[src/rtl/video_timing_gen_if.sv]
// Pixel-path bundle for the raster timing generator: FIFO pull side and video output side.
// Latency: none (wires only).
// Backpressure: none; the FIFO side is a read strobe plus empty flag, the video side is free-running.
//
// Signals:
//   pix_data    FIFO read data {R,G,B}, valid the cycle after pix_rd
//   pix_empty   FIFO empty
//   pix_rd      FIFO read strobe
//   rgb_out     pixel to encoder
//   hsync_out   horizontal sync (polarity-adjusted)
//   vsync_out   vertical sync (polarity-adjusted)
//   de_out      data enable
//   frame_start one-cycle pulse on the first active pixel of a frame
interface video_timing_gen_if;
  logic [23:0] pix_data;
  logic        pix_empty;
  logic        pix_rd;
  logic [23:0] rgb_out;
  logic        hsync_out;
  logic        vsync_out;
  logic        de_out;
  logic        frame_start;

  // master: the timing generator
  modport master (
    input  pix_data, pix_empty,
    output pix_rd, rgb_out, hsync_out, vsync_out, de_out, frame_start
  );

  // slave: FIFO + encoder side
  modport slave (
    output pix_data, pix_empty,
    input  pix_rd, rgb_out, hsync_out, vsync_out, de_out, frame_start
  );
endinterface

[src/rtl/video_timing_gen.sv]
// Raster timing generator: pulls pixels from a 1-cycle-latency FIFO and emits rgb/hsync/vsync/de.
// Latency: outputs trail the h/v counters by 2 cycles; pix_rd is combinational off the counters.
// Backpressure: none downstream; an empty FIFO during active video emits UNDERFLOW_RGB and sets a sticky flag.
//
// Ports:
//   clk, rst        pixel clock, asynchronous active-high reset
//   en              run request, sampled only at frame boundaries (IDLE, or last pixel of a frame)
//   clr_underflow   clears the sticky underflow flag (a same-cycle set wins)
//   underflow       sticky: an active pixel was due while the FIFO was empty
//   running         high while in RUN
//   vid             FIFO read side and video output side (video_timing_gen_if.master)
module video_timing_gen #(
  parameter int          H_ACTIVE      = 1280,
  parameter int          H_FP          = 110,
  parameter int          H_SYNC        = 40,
  parameter int          H_BP          = 220,
  parameter int          V_ACTIVE      = 720,
  parameter int          V_FP          = 5,
  parameter int          V_SYNC        = 5,
  parameter int          V_BP          = 20,
  parameter logic        HS_POL        = 1'b1,
  parameter logic        VS_POL        = 1'b1,
  parameter logic [23:0] UNDERFLOW_RGB = 24'hFF00FF
) (
  input  logic            clk,
  input  logic            rst,
  input  logic            en,
  input  logic            clr_underflow,
  output logic            underflow,
  output logic            running,
  video_timing_gen_if.master vid
);

  localparam int H_TOTAL  = H_ACTIVE + H_FP + H_SYNC + H_BP;
  localparam int V_TOTAL  = V_ACTIVE + V_FP + V_SYNC + V_BP;
  localparam int HW       = $clog2(H_TOTAL);
  localparam int VW       = $clog2(V_TOTAL);
  localparam int HS_START = H_ACTIVE + H_FP;
  localparam int HS_END   = H_ACTIVE + H_FP + H_SYNC;
  localparam int VS_START = V_ACTIVE + V_FP;
  localparam int VS_END   = V_ACTIVE + V_FP + V_SYNC;

  localparam logic [HW-1:0] H_LAST = HW'(H_TOTAL - 1);
  localparam logic [VW-1:0] V_LAST = VW'(V_TOTAL - 1);

  localparam logic [0:0] ST_IDLE = 1'b0;
  localparam logic [0:0] ST_RUN  = 1'b1;

  logic [0:0]    state_q, state_d;
  logic [HW-1:0] h_q, h_d;
  logic [VW-1:0] v_q, v_d;

  // stage 1
  logic act1_q, hs1_q, vs1_q, got1_q, first1_q;
  // stage 2 / outputs
  logic        de_q, hsync_q, vsync_q, fs_q;
  logic [23:0] rgb_q, rgb_d;
  logic        underflow_q, underflow_d;

  // stage 0 decode
  logic run0, act0, hs0, vs0, first0, rd0;
  logic h_last, v_last;
  int   h_i, v_i;

  // Compare in int so sync windows that touch the total never wrap in the narrow counter width.
  assign h_i    = int'(h_q);
  assign v_i    = int'(v_q);
  assign h_last = (h_q == H_LAST);
  assign v_last = (v_q == V_LAST);

  // Everything in stage 0 is gated by RUN so IDLE (counters parked at 0,0) reads as blanking.
  assign run0   = (state_q == ST_RUN);
  assign act0   = run0 && (h_i < H_ACTIVE) && (v_i < V_ACTIVE);
  assign hs0    = run0 && (h_i >= HS_START) && (h_i < HS_END);
  assign vs0    = run0 && (v_i >= VS_START) && (v_i < VS_END);
  assign first0 = (h_q == '0) && (v_q == '0);
  assign rd0    = act0 && !vid.pix_empty;

  always_comb begin
    state_d = state_q;
    h_d     = h_q;
    v_d     = v_q;
    if (state_q == ST_IDLE) begin
      h_d = '0;
      v_d = '0;
      if (en) state_d = ST_RUN;
    end else begin
      if (h_last) begin
        h_d = '0;
        if (v_last) begin
          v_d = '0;
          // Frame boundary is the only point where a stop request takes effect.
          if (!en) state_d = ST_IDLE;
        end else begin
          v_d = v_q + VW'(1);
        end
      end else begin
        h_d = h_q + HW'(1);
      end
    end
  end

  // got1_q marks the cycle the FIFO presents data, so the read word lands in rgb on the next edge.
  always_comb begin
    if (got1_q)      rgb_d = vid.pix_data;
    else if (act1_q) rgb_d = UNDERFLOW_RGB;
    else             rgb_d = '0;
  end

  assign underflow_d = (act0 && vid.pix_empty) || (underflow_q && !clr_underflow);

  always_ff @(posedge clk or posedge rst) begin
    if (rst) begin
      state_q     <= ST_IDLE;
      h_q         <= '0;
      v_q         <= '0;
      act1_q      <= 1'b0;
      hs1_q       <= 1'b0;
      vs1_q       <= 1'b0;
      got1_q      <= 1'b0;
      first1_q    <= 1'b0;
      de_q        <= 1'b0;
      hsync_q     <= ~HS_POL;
      vsync_q     <= ~VS_POL;
      fs_q        <= 1'b0;
      rgb_q       <= '0;
      underflow_q <= 1'b0;
    end else begin
      state_q     <= state_d;
      h_q         <= h_d;
      v_q         <= v_d;
      act1_q      <= act0;
      hs1_q       <= hs0;
      vs1_q       <= vs0;
      got1_q      <= rd0;
      first1_q    <= first0;
      de_q        <= act1_q;
      hsync_q     <= hs1_q ? HS_POL : ~HS_POL;
      vsync_q     <= vs1_q ? VS_POL : ~VS_POL;
      fs_q        <= act1_q && first1_q;
      rgb_q       <= rgb_d;
      underflow_q <= underflow_d;
    end
  end

  assign vid.pix_rd      = rd0;
  assign vid.rgb_out     = rgb_q;
  assign vid.hsync_out   = hsync_q;
  assign vid.vsync_out   = vsync_q;
  assign vid.de_out      = de_q;
  assign vid.frame_start = fs_q;
  assign underflow       = underflow_q;
  assign running         = run0;

endmodule

[src/flat_wrapper.sv]
// flat-port wrapper written by rule: the top's interface ports become plain ports
module video_timing_gen_flat 
#(
  parameter int          H_ACTIVE      = 1280,
  parameter int          H_FP          = 110,
  parameter int          H_SYNC        = 40,
  parameter int          H_BP          = 220,
  parameter int          V_ACTIVE      = 720,
  parameter int          V_FP          = 5,
  parameter int          V_SYNC        = 5,
  parameter int          V_BP          = 20,
  parameter logic        HS_POL        = 1'b1,
  parameter logic        VS_POL        = 1'b1,
  parameter logic [23:0] UNDERFLOW_RGB = 24'hFF00FF
)
  (clk, rst, en, clr_underflow, underflow, running, vid_pix_data, vid_pix_empty, vid_pix_rd, vid_rgb_out, vid_hsync_out, vid_vsync_out, vid_de_out, vid_frame_start);
  video_timing_gen_if vid_i ();
  input  logic clk;
  input  logic rst;
  input  logic en;
  input  logic clr_underflow;
  output logic underflow;
  output logic running;
  input wire logic [$bits(vid_i.pix_data)-1:0] vid_pix_data;
  input wire logic [$bits(vid_i.pix_empty)-1:0] vid_pix_empty;
  output wire logic [$bits(vid_i.pix_rd)-1:0] vid_pix_rd;
  output wire logic [$bits(vid_i.rgb_out)-1:0] vid_rgb_out;
  output wire logic [$bits(vid_i.hsync_out)-1:0] vid_hsync_out;
  output wire logic [$bits(vid_i.vsync_out)-1:0] vid_vsync_out;
  output wire logic [$bits(vid_i.de_out)-1:0] vid_de_out;
  output wire logic [$bits(vid_i.frame_start)-1:0] vid_frame_start;
  assign vid_i.pix_data = vid_pix_data;
  assign vid_i.pix_empty = vid_pix_empty;
  assign vid_pix_rd = vid_i.pix_rd;
  assign vid_rgb_out = vid_i.rgb_out;
  assign vid_hsync_out = vid_i.hsync_out;
  assign vid_vsync_out = vid_i.vsync_out;
  assign vid_de_out = vid_i.de_out;
  assign vid_frame_start = vid_i.frame_start;
  video_timing_gen #(.H_ACTIVE(H_ACTIVE), .H_FP(H_FP), .H_SYNC(H_SYNC), .H_BP(H_BP), .V_ACTIVE(V_ACTIVE), .V_FP(V_FP), .V_SYNC(V_SYNC), .V_BP(V_BP), .HS_POL(HS_POL), .VS_POL(VS_POL), .UNDERFLOW_RGB(UNDERFLOW_RGB)) u_core (.clk(clk), .rst(rst), .en(en), .clr_underflow(clr_underflow), .underflow(underflow), .running(running), .vid(vid_i));
endmodule
[config.mk]
export PLATFORM = sky130hd
export DESIGN_NAME = video_timing_gen_flat
export DESIGN_NICKNAME = d
export VERILOG_FILES = /design/src/rtl/video_timing_gen_if.sv /design/src/rtl/video_timing_gen.sv /design/src/flat_wrapper.sv
export SDC_FILE = /design/constraint.sdc
export NUM_CORES = 1
export LEC_CHECK = 0
export CORE_MARGIN = 5
export CORE_UTILIZATION = 49
export DETAILED_ROUTE_END_ITERATION = 10
export GPL_TIMING_DRIVEN = 1
export PLACE_DENSITY_LB_ADDON = 0.2
export SETUP_SLACK_MARGIN = 0.5
export SYNTH_ARGS = -nofsm -noshare
export SYNTH_HDL_FRONTEND = slang
export SYNTH_SLANG_ARGS = --single-unit
[constraint.sdc]
create_clock -name clk -period 1.8 [get_ports clk]
set_clock_uncertainty 0.05 [all_clocks]
set_input_delay 0.27 -clock clk [delete_from_list [all_inputs] [get_ports clk]]
set_output_delay 0.27 -clock clk [all_outputs]
set_load 0.03 [all_outputs]
==> results of run 1 <==
==> registers in the layout (all words and copies together), names as in the netlist <==
register,count
u_core.vid.vsync_out,1
u_core.running,1
u_core.h_q,11
u_core.vid.rgb_out,24
u_core.underflow,1
u_core.first1_q,1
u_core.vid.hsync_out,1
u_core.act1_q,1
u_core.vs1_q,1
u_core.vid.frame_start,1
u_core.hs1_q,1
u_core.v_q,10
u_core.got1_q,1
u_core.vid.de_out,1
==> synth_stat cells, types with 2 or more instances <==
cell type                   n
sky130_fd_sc_hd__clkbuf_2   2
sky130_fd_sc_hd__a21oi_1    7
sky130_fd_sc_hd__clkbuf_1   5
sky130_fd_sc_hd__nand2_1   43
sky130_fd_sc_hd__and3_1     3
sky130_fd_sc_hd__o21a_1     2
sky130_fd_sc_hd__nor3_1     3
sky130_fd_sc_hd__a311oi_1   2
sky130_fd_sc_hd__and3_2     4
sky130_fd_sc_hd__a31oi_1    4
sky130_fd_sc_hd__nand4_1    7
sky130_fd_sc_hd__and4_1     2
sky130_fd_sc_hd__nor2_1    18
sky130_fd_sc_hd__nand2b_1   4
sky130_fd_sc_hd__nor4b_1    2
sky130_fd_sc_hd__buf_2      4
sky130_fd_sc_hd__nand3_1   15
sky130_fd_sc_hd__or3_1      2
sky130_fd_sc_hd__and4b_1    2
sky130_fd_sc_hd__and2_1    10
sky130_fd_sc_hd__xnor2_1    5
sky130_fd_sc_hd__xor2_1     4
sky130_fd_sc_hd__ha_1       7
sky130_fd_sc_hd__inv_1     10
sky130_fd_sc_hd__dfrtp_1   56
sky130_fd_sc_hd__o21ai_0    6
==> power by group <==
group / internal (mW) / total [mW] / switching [mW]
Clock: 0.420 / 0.844 / 0.424
Combinational: 0.105 / 0.253 / 0.148
Sequential: 1.29 / 1.30 / 0.00798
Total: 1.82 / 2.40 / 0.580
==> cells in the final DEF (no fill, tap or decap), types with 5 or more instances in the layout <==
master,netlist,layout
sky130_fd_sc_hd__clkdlybuf4s50_1,0,28
sky130_fd_sc_hd__clkbuf_8,0,5
sky130_fd_sc_hd__xnor2_1,5,5
sky130_fd_sc_hd__buf_2,4,27
sky130_fd_sc_hd__dfrtp_2,0,7
sky130_fd_sc_hd__inv_1,10,7
sky130_fd_sc_hd__nor2_4,0,9
sky130_fd_sc_hd__nand2_1,43,42
sky130_fd_sc_hd__buf_4,1,24
sky130_fd_sc_hd__nand3_1,15,9
sky130_fd_sc_hd__and2_1,10,10
sky130_fd_sc_hd__ha_1,7,5
sky130_fd_sc_hd__buf_6,1,11
sky130_fd_sc_hd__nand4_1,7,7
sky130_fd_sc_hd__a21oi_2,0,5
sky130_fd_sc_hd__dfrtp_1,56,49
sky130_fd_sc_hd__nor2_1,18,6
==> layout make-up <==
type / count / share of cell area
clock buffer: 5 / 0.0184
sequential: 56 / 0.376
tap: 70 / 0.0234
multi-input combinational: 165 / 0.345
clock inverter: 3 / 0.0127
timing repair buffer: 95 / 0.213
inverter: 10 / 0.0110
==> worst max path at each step <==
stage | from | to | slack [ns] | cells after the start
2_1_floorplan | u_core.h_q[3]$_DFF_PP0_ | u_core.v_q[3]$_DFFE_PP0P_ | 0.25 | 5
3_3_place_gp | u_core.h_q[3]$_DFF_PP0_ | u_core.v_q[6]$_DFFE_PP0P_ | 0.12 | 4
3_5_place_dp | u_core.h_q[3]$_DFF_PP0_ | u_core.v_q[3]$_DFFE_PP0P_ | 0.04 | 4
4_1_cts | u_core.v_q[6]$_DFFE_PP0P_ | vid_pix_rd | 0.07 | 5
5_1_grt | u_core.v_q[9]$_DFFE_PP0P_ | vid_pix_rd | 0.04 | 5
6_report | u_core.v_q[8]$_DFFE_PP0P_ | vid_pix_rd | 0.08 | 5
==> worst register-to-register path: stages, from the launching register on <==
cell and delay, ns:
sky130_fd_sc_hd__dfrtp_1 0.54, sky130_fd_sc_hd__and3_2 0.36, sky130_fd_sc_hd__nand4_1 0.19, sky130_fd_sc_hd__nor4b_1 0.31, sky130_fd_sc_hd__o21a_1 0.15
==> logic make-up after synthesis <==
family / synth area share
compound gates: 0.0655
xor+xnor: 0.0317
fa+ha+maj: 0.0352
buf+inv: 0.0423
flops: 0.564
mux: 0.00403
simple gates: 0.257
==> per-stage QoR <==
step	instances	hold slack, ns
after CTS	394	0.261
final	404	0.244
after detailed placement	373	0.286
after global placement	373	0.285
after floorplan	243	0.281
after global routing	404	0.272
==> repair_timing <==
action	in CTS	in global routing
setup buffers	12	9
hold buffers	0	0
gates cloned	1	1
gates resized for setup	148	83
endpoints found under the setup margin	55	49
pin swaps	17	22
==> layer usage <==
| metal | global-route usage | up-vias | routed length [um] |
|---|---|---|---|
| met4 | 0.0743 | 0 | 222 |
| met5 | 0 | - | 0 |
| met1 | 0.235 | 1109 | 2830 |
| met3 | 0.0466 | 21 | 510 |
| met2 | 0.350 | 103 | 3600 |
| li1 | - | 1005 | - |
==> impl_metrics.sql, run 1 <==
INSERT INTO impl_metrics (metric_group, metric, value, unit) VALUES
('status', 'status', 'finished, final reports clean', ''),
('sta', 'tightestPinTransition', '0.536', 'ns'),
('power', 'peakVddDrop', '412', 'uV'),
('sta', 'fin_setup_tns', '0', 'ns'),
('detailed_routing', 'viasPerCell', '5.54', ''),
('clocking', 'cts.root.buffer_cell', 'sky130_fd_sc_hd__clkbuf_8', ''),
('clocking', 'clock_sink_count', '56', ''),
('floorplanning', 'io-pin-count', '60', ''),
('synthesis', 'synth_largest_area_cell', 'sky130_fd_sc_hd__dfrtp_1', ''),
('synthesis', 'post-synth-top-area-fraction', '0.564', ''),
('floorplanning', 'core', '5010', 'um^2'),
('critical_path', 'worst_ep_arrival', '1.40', 'ns'),
('critical_path', 'start_kind', 'flop', ''),
('global_routing', 'grt_max_degree', '25', ''),
('global_routing', 'wire_length_of_the_first_global_routing_pass', '9960', 'um'),
('critical_path', 'timing.critical_path.required', '1.48', 'ns'),
('sta', 'timing_max_transition_violations_final', '0', ''),
('global_routing', 'number_of_global_route_vias_before_repair', '2071', ''),
('global_routing', 'grt.overflow.total', '0', ''),
('sta', 'unrepaired_setup_endpoints_after_global_routing', 'yes', ''),
('sta', 'fin_crit_period', '1.72', 'ns'),
('final_layout', 'sequential_cell_area', '1410', 'um^2'),
('synthesis', 'ys_async_sr_fraction', '1.00', ''),
('synthesis', 'synth-main-ff-cell', 'sky130_fd_sc_hd__dfrtp_1', ''),
('synthesis', 'post_synthesis_area_per_instance', '10.2', 'um^2'),
('detailed_routing', 'post_drt_wl_per_cell', '17.7', 'um'),
('sta', 'timing_hold_violations_final', '0', ''),
('power', 'power.density_cell_area', '640', 'nW/um^2'),
('synthesis', 'post_synth_instance_area', '2480', 'um^2'),
('final_layout', 'post_route_cells_drive_above_1_share', '0.401', ''),
('critical_path', 'cp_num_buf_inv', '2', ''),
('critical_path', 'timing.reg2reg.setup_slack', '0.16', 'ns'),
('sta', 'layout_setup_ws', '0.0845', 'ns'),
('detailed_routing', 'drt_iter0_drc', '154', ''),
('floorplanning', 'fp.dieH', '81.2', 'um'),
('floorplanning', 'std_cell_rows', '26', ''),
('final_layout', 'syn_to_final_growth', '50.8', '%'),
('clocking', 'ctsHtreeMaxLevel', '2', ''),
('global_routing', 'grt_util_all_layers', '0.199', ''),
('run', 'cap_viol_max_count', '0', ''),
('critical_path', 'cpLargestDelayFamily', 'flip-flops', ''),
('synthesis', 'synth_nets', '279', ''),
('synthesis', 'synth_enable_flop_cells', '0', ''),
('clocking', 'clkSlewWorstSetupHoldPaths', '0.11', 'ns'),
('global_routing', 'grt_antenna_before_repair', '0', ''),
('final_layout', 'finalCoreUtilization', '0.748', ''),
('synthesis', 'yosys_warnings', '0', ''),
('critical_path', 'worst_setup_path_end_kind', 'primary output', ''),
('power', 'totalPowerFinal', '2.40', 'mW'),
('place', 'routabilityCongestion', '0.890', ''),
('sta', 'post-route-period-util', '0.953', ''),
('synthesis', 'synth_seq_area_share', '0.564', ''),
('detailed_routing', 'num_vias', '2238', ''),
('critical_path', 'ff_to_ff_end', 'u_core.v_q[4]$_DFFE_PP0P_', ''),
('final_layout', 'nNetsFinal', '369', ''),
('floorplanning', 'initial_core_util', '0.496', ''),
('detailed_routing', 'postRouteAntennaNets', '0', ''),
('final_layout', 'antennaDiodeCount', '0', ''),
('clocking', 'tritoncts.num_buffers', '5', ''),
('detailed_routing', 'drt_first_pass_iters', '4', ''),
('critical_path', 'worstReg2RegStart', 'u_core.h_q[4]$_DFF_PP0_', ''),
('critical_path', 'cpPeakStageDelay', '0.40', 'ns'),
('synthesis', 'synth_area_leaders', 'sky130_fd_sc_hd__dfrtp_1 56%, sky130_fd_sc_hd__nand2_1 6.5%, sky130_fd_sc_hd__ha_1 3.5%', ''),
('floorplanning', 'die_width', '81.2', 'um'),
('worst_hold_path', 'hold_crit_path_type', 'in -> async', ''),
('critical_path', 'crit_slowest_cell', 'sky130_fd_sc_hd__dfrtp_1', ''),
('place', 'count_of_port_buffers_added_during_placement', '59', ''),
('critical_path', 'crit_chain', 'buf_4, a21oi_4, nand3_4, nor2_4, buf_6', ''),
('place', 'placed_area', '3260', 'um^2'),
('synthesis', 'synth_cell_types', '40', ''),
('final_layout', 'finish.instance_area', '3750', 'um^2');
No activity file was read; power rests on OpenSTA's default activity.
==> run 2: changes to the inputs <==
--- a/config.mk
+++ b/config.mk
@@ -5,8 +5,9 @@
 export SDC_FILE = /design/constraint.sdc
 export NUM_CORES = 1
 export LEC_CHECK = 0
-export CORE_MARGIN = 5
-export CORE_UTILIZATION = 49
+export CORE_UTILIZATION = 51
+export CTS_BUF_LIST = sky130_fd_sc_hd__clkbuf_2
+export CTS_CLUSTER_SIZE = 25
 export DETAILED_ROUTE_END_ITERATION = 10
 export GPL_TIMING_DRIVEN = 1
 export PLACE_DENSITY_LB_ADDON = 0.2
==> run 2 against run 1 <==
The run now ends with setup timing left. Setup slack lost 0.25 ns. Cell area grew 3.7%. Global-route usage grew 6.9 points. Hold slack lost 0.20 ns. Combinational power grew 15%. Final cell count shrank 3.2%. Via count grew 1.3%. Flip-flop and latch count is the same. Clock power shrank 25%. First-iteration DRC count shrank 2.6%.
==> impl_metrics.sql, run 2 (synthesis results as in run 1) <==
INSERT INTO impl_metrics (metric_group, metric, value, unit) VALUES
('clocking', 'clkSlewWorstSetupHoldPaths', '0.29', 'ns'),
('run', 'cap_viol_max_count', '0', ''),
('critical_path', 'worst_ep_arrival', '1.65', 'ns'),
('global_routing', 'groute.layer.met2.usage', '0.451', ''),
('clocking', 'ctsHtreeMaxLevel', '2', ''),
('final_layout', 'post_route_cells_drive_above_1_share', '0.409', ''),
('critical_path', 'setup.worst_path.class', 'reg -> out', ''),
('status', 'failing_checks', 'setup timing', ''),
('worst_hold_path', 'hold_crit_path_type', 'in -> async', ''),
('final_layout', 'most-common-layout-cells', '47 x sky130_fd_sc_hd__dfrtp_1, 42 x sky130_fd_sc_hd__nand2_1, 42 x sky130_fd_sc_hd__buf_6', ''),
('power', 'power.static_leakage', '1.72', 'nW'),
('global_routing', 'grt_util_all_layers', '0.268', ''),
('clocking', 'clock_tree.buffer_depth', '2', ''),
('clocking', 'clock_sink_count', '56', ''),
('final_layout', 'layout.cells.most_common', 'sky130_fd_sc_hd__dfrtp_1', ''),
('critical_path', 'cpPeakStageDelay', '0.45', 'ns'),
('detailed_routing', 'drt-total-wl', '7040', 'um'),
('critical_path', 'timing.critical_path.required', '1.48', 'ns'),
('detailed_routing', 'viasPerCell', '5.80', ''),
('global_routing', 'number_of_global_route_vias_before_repair', '2208', ''),
('floorplanning', 'io-pin-count', '60', ''),
('critical_path', 'worst_setup_path_end_kind', 'primary output', ''),
('floorplanning', 'die_width', '71.8', 'um'),
('status', 'status', 'finished with violations', ''),
('place', 'hpwl', '3830', 'um'),
('clocking', 'post_cts_hold_buffer_count', '0', ''),
('global_routing', 'grt_antenna_before_repair', '0', ''),
('sta', 'fin_setup_tns', '-0.167', 'ns'),
('sta', 'post-route-period-util', '1.09', ''),
('sta', 'final_setup_vio_count', '1', ''),
('sta', 'timing.fmax', '508', 'MHz'),
('floorplanning', 'fp.dieH', '71.8', 'um'),
('final_layout', 'nNetsFinal', '372', ''),
('global_routing', 'grt_max_degree', '25', ''),
('final_layout', 'finish.instance_area', '3880', 'um^2'),
('final_layout', 'fill_cells', '245', ''),
('detailed_routing', 'drt_iter0_drc', '150', ''),
('detailed_routing', 'post_drt_wl_per_cell', '18.0', 'um'),
('critical_path', 'path_max_fanout', '5', ''),
('final_layout', 'syn_to_final_growth', '56.3', '%'),
('place', 'placed_area', '3210', 'um^2'),
('critical_path', 'worst-r2r-cell-count', '5', ''),
('place', 'pre_cts_ws', '0.0575', 'ns'),
('detailed_routing', 'postRouteAntennaNets', '0', ''),
('power', 'power.density_cell_area', '576', 'nW/um^2'),
('place', 'routabilityCongestion', '0.866', ''),
('global_routing', 'global_route.peak_usage_layer', 'met2', ''),
('sta', 'timing_max_transition_violations_final', '0', ''),
('final_layout', 'antennaDiodeCount', '0', ''),
('floorplanning', 'initial_core_util', '0.530', ''),
('floorplanning', 'std_cell_rows', '25', ''),
('final_layout', 'finalCoreUtilization', '0.828', ''),
('sta', 'timing_hold_violations_final', '0', ''),
('clocking', 'cts_tree', 'yes', ''),
('sta', 'tightestPinTransition', '0.550', 'ns'),
('floorplanning', 'core', '4690', 'um^2'),
('sta', 'unrepaired_setup_endpoints_after_global_routing', 'yes', ''),
('critical_path', 'ff_to_ff_end', 'u_core.v_q[8]$_DFFE_PP0P_', ''),
('detailed_routing', 'drcViolationCount', '0', ''),
('critical_path', 'timing.reg2reg.setup_slack', '0.19', 'ns'),
('critical_path', 'cp_num_buf_inv', '2', ''),
('critical_path', 'worstReg2RegStart', 'u_core.h_q[3]$_DFF_PP0_', ''),
('global_routing', 'wire_length_of_the_first_global_routing_pass', '10600', 'um'),
('power', 'peakVddDrop', '343', 'uV'),
('critical_path', 'crit_slowest_cell', 'sky130_fd_sc_hd__dfrtp_1', ''),
('global_routing', 'global_route.usage.met3', '0.0577', ''),
('clocking', 'tritoncts.num_buffers', '5', ''),
('global_routing', 'grt.overflow.total', '0', ''),
('critical_path', 'start_kind', 'flop', ''),
('sta', 'worst_slew_margin_relative_to_its_limit', '0.634', ''),
('detailed_routing', 'drt_first_pass_iters', '4', ''),
('floorplanning', 'die-area', '5160', 'um^2'),
('detailed_routing', 'num_vias', '2267', ''),
('global_routing', 'met1_track_usage_gr', '0.338', ''),
('place', 'placed_instances', '353', ''),
('critical_path', 'cpLargestDelayFamily', 'flip-flops', ''),
('final_layout', 'number_of_flip_flops_under_the_largest_register_name', '24', ''),
('sta', 'fin_crit_period', '1.97', 'ns'),
('sta', 'layout_setup_ws', '-0.167', 'ns'),
('clocking', 'cts.root.buffer_cell', 'sky130_fd_sc_hd__clkbuf_2', ''),
('final_layout', 'final_cell_count_no_fill', '391', ''),
('place', 'count_of_port_buffers_added_during_placement', '59', ''),
('clocking', 'clock_latency_at_the_later_pin_of_the_worst_skew_pair', '0.47', 'ns'),
('critical_path', 'crit_chain', 'buf_4, a21oi_4, nand3_2, nor2_4, buf_6', '');
## run 2: cell count changes in the layout (fill, tap and decap cells not counted), sizes merged
cell	previous run	this run
buf	65	70
clkdlybuf4s15	2	0
clkinv	2	1
clkinvlp	1	2
## run 2: final cells by class
class	instances	area [um^2]	area share
Clock buffer	5	25.0	0.00644
Clock inverter	3	42.5	0.0110
Inverter	10	43.8	0.0113
Multi-Input combinational cell	165	1260	0.325
Sequential cell	56	1410	0.364
Tap cell	54	67.6	0.0174
Timing Repair Buffer	98	1030	0.265
## run 2: stage by stage
stage,hold slack [ns],total power [mW]
final,0.0400,2.24
after global routing,0.0593,2.31
after CTS,0.0689,2.24
after detailed placement,0.287,1.61
after global placement,0.285,1.60
after floorplan,0.281,1.45
## run 2: power by group
group | switching (mW) | internal, mW | total (mW)
clock | 0.403 | 0.231 | 0.634
sequential | 0.0165 | 1.30 | 1.31
combinational | 0.147 | 0.145 | 0.292
total | 0.567 | 1.67 | 2.24
## run 2: worst max path at each step
stage | start | slack (ns) | endpoint | depth (start not counted)
global route | u_core.v_q[9]$_DFFE_PP0P_ | -0.21 | vid_pix_rd | 5
global placement | u_core.h_q[3]$_DFF_PP0_ | 0.12 | u_core.v_q[6]$_DFFE_PP0P_ | 4
floorplan | u_core.h_q[3]$_DFF_PP0_ | 0.25 | u_core.v_q[3]$_DFFE_PP0P_ | 5
CTS | u_core.v_q[9]$_DFFE_PP0P_ | -0.10 | vid_pix_rd | 5
finish | u_core.v_q[9]$_DFFE_PP0P_ | -0.17 | vid_pix_rd | 5
detailed placement | u_core.h_q[3]$_DFF_PP0_ | 0.06 | u_core.v_q[3]$_DFFE_PP0P_ | 4
## run 2: routing by layer
layer,vias to the layer above,share of wire
met5,-,0
met4,0,0.031
met3,22,0.062
met2,109,0.50
met1,1125,0.41
li1,1011,-
## run 2: repair_timing
action,CTS,global route
setup buffers,18,10
pin swaps,22,17
cloned,1,1
resized for setup,273,24
setup endpoints to repair,57,57
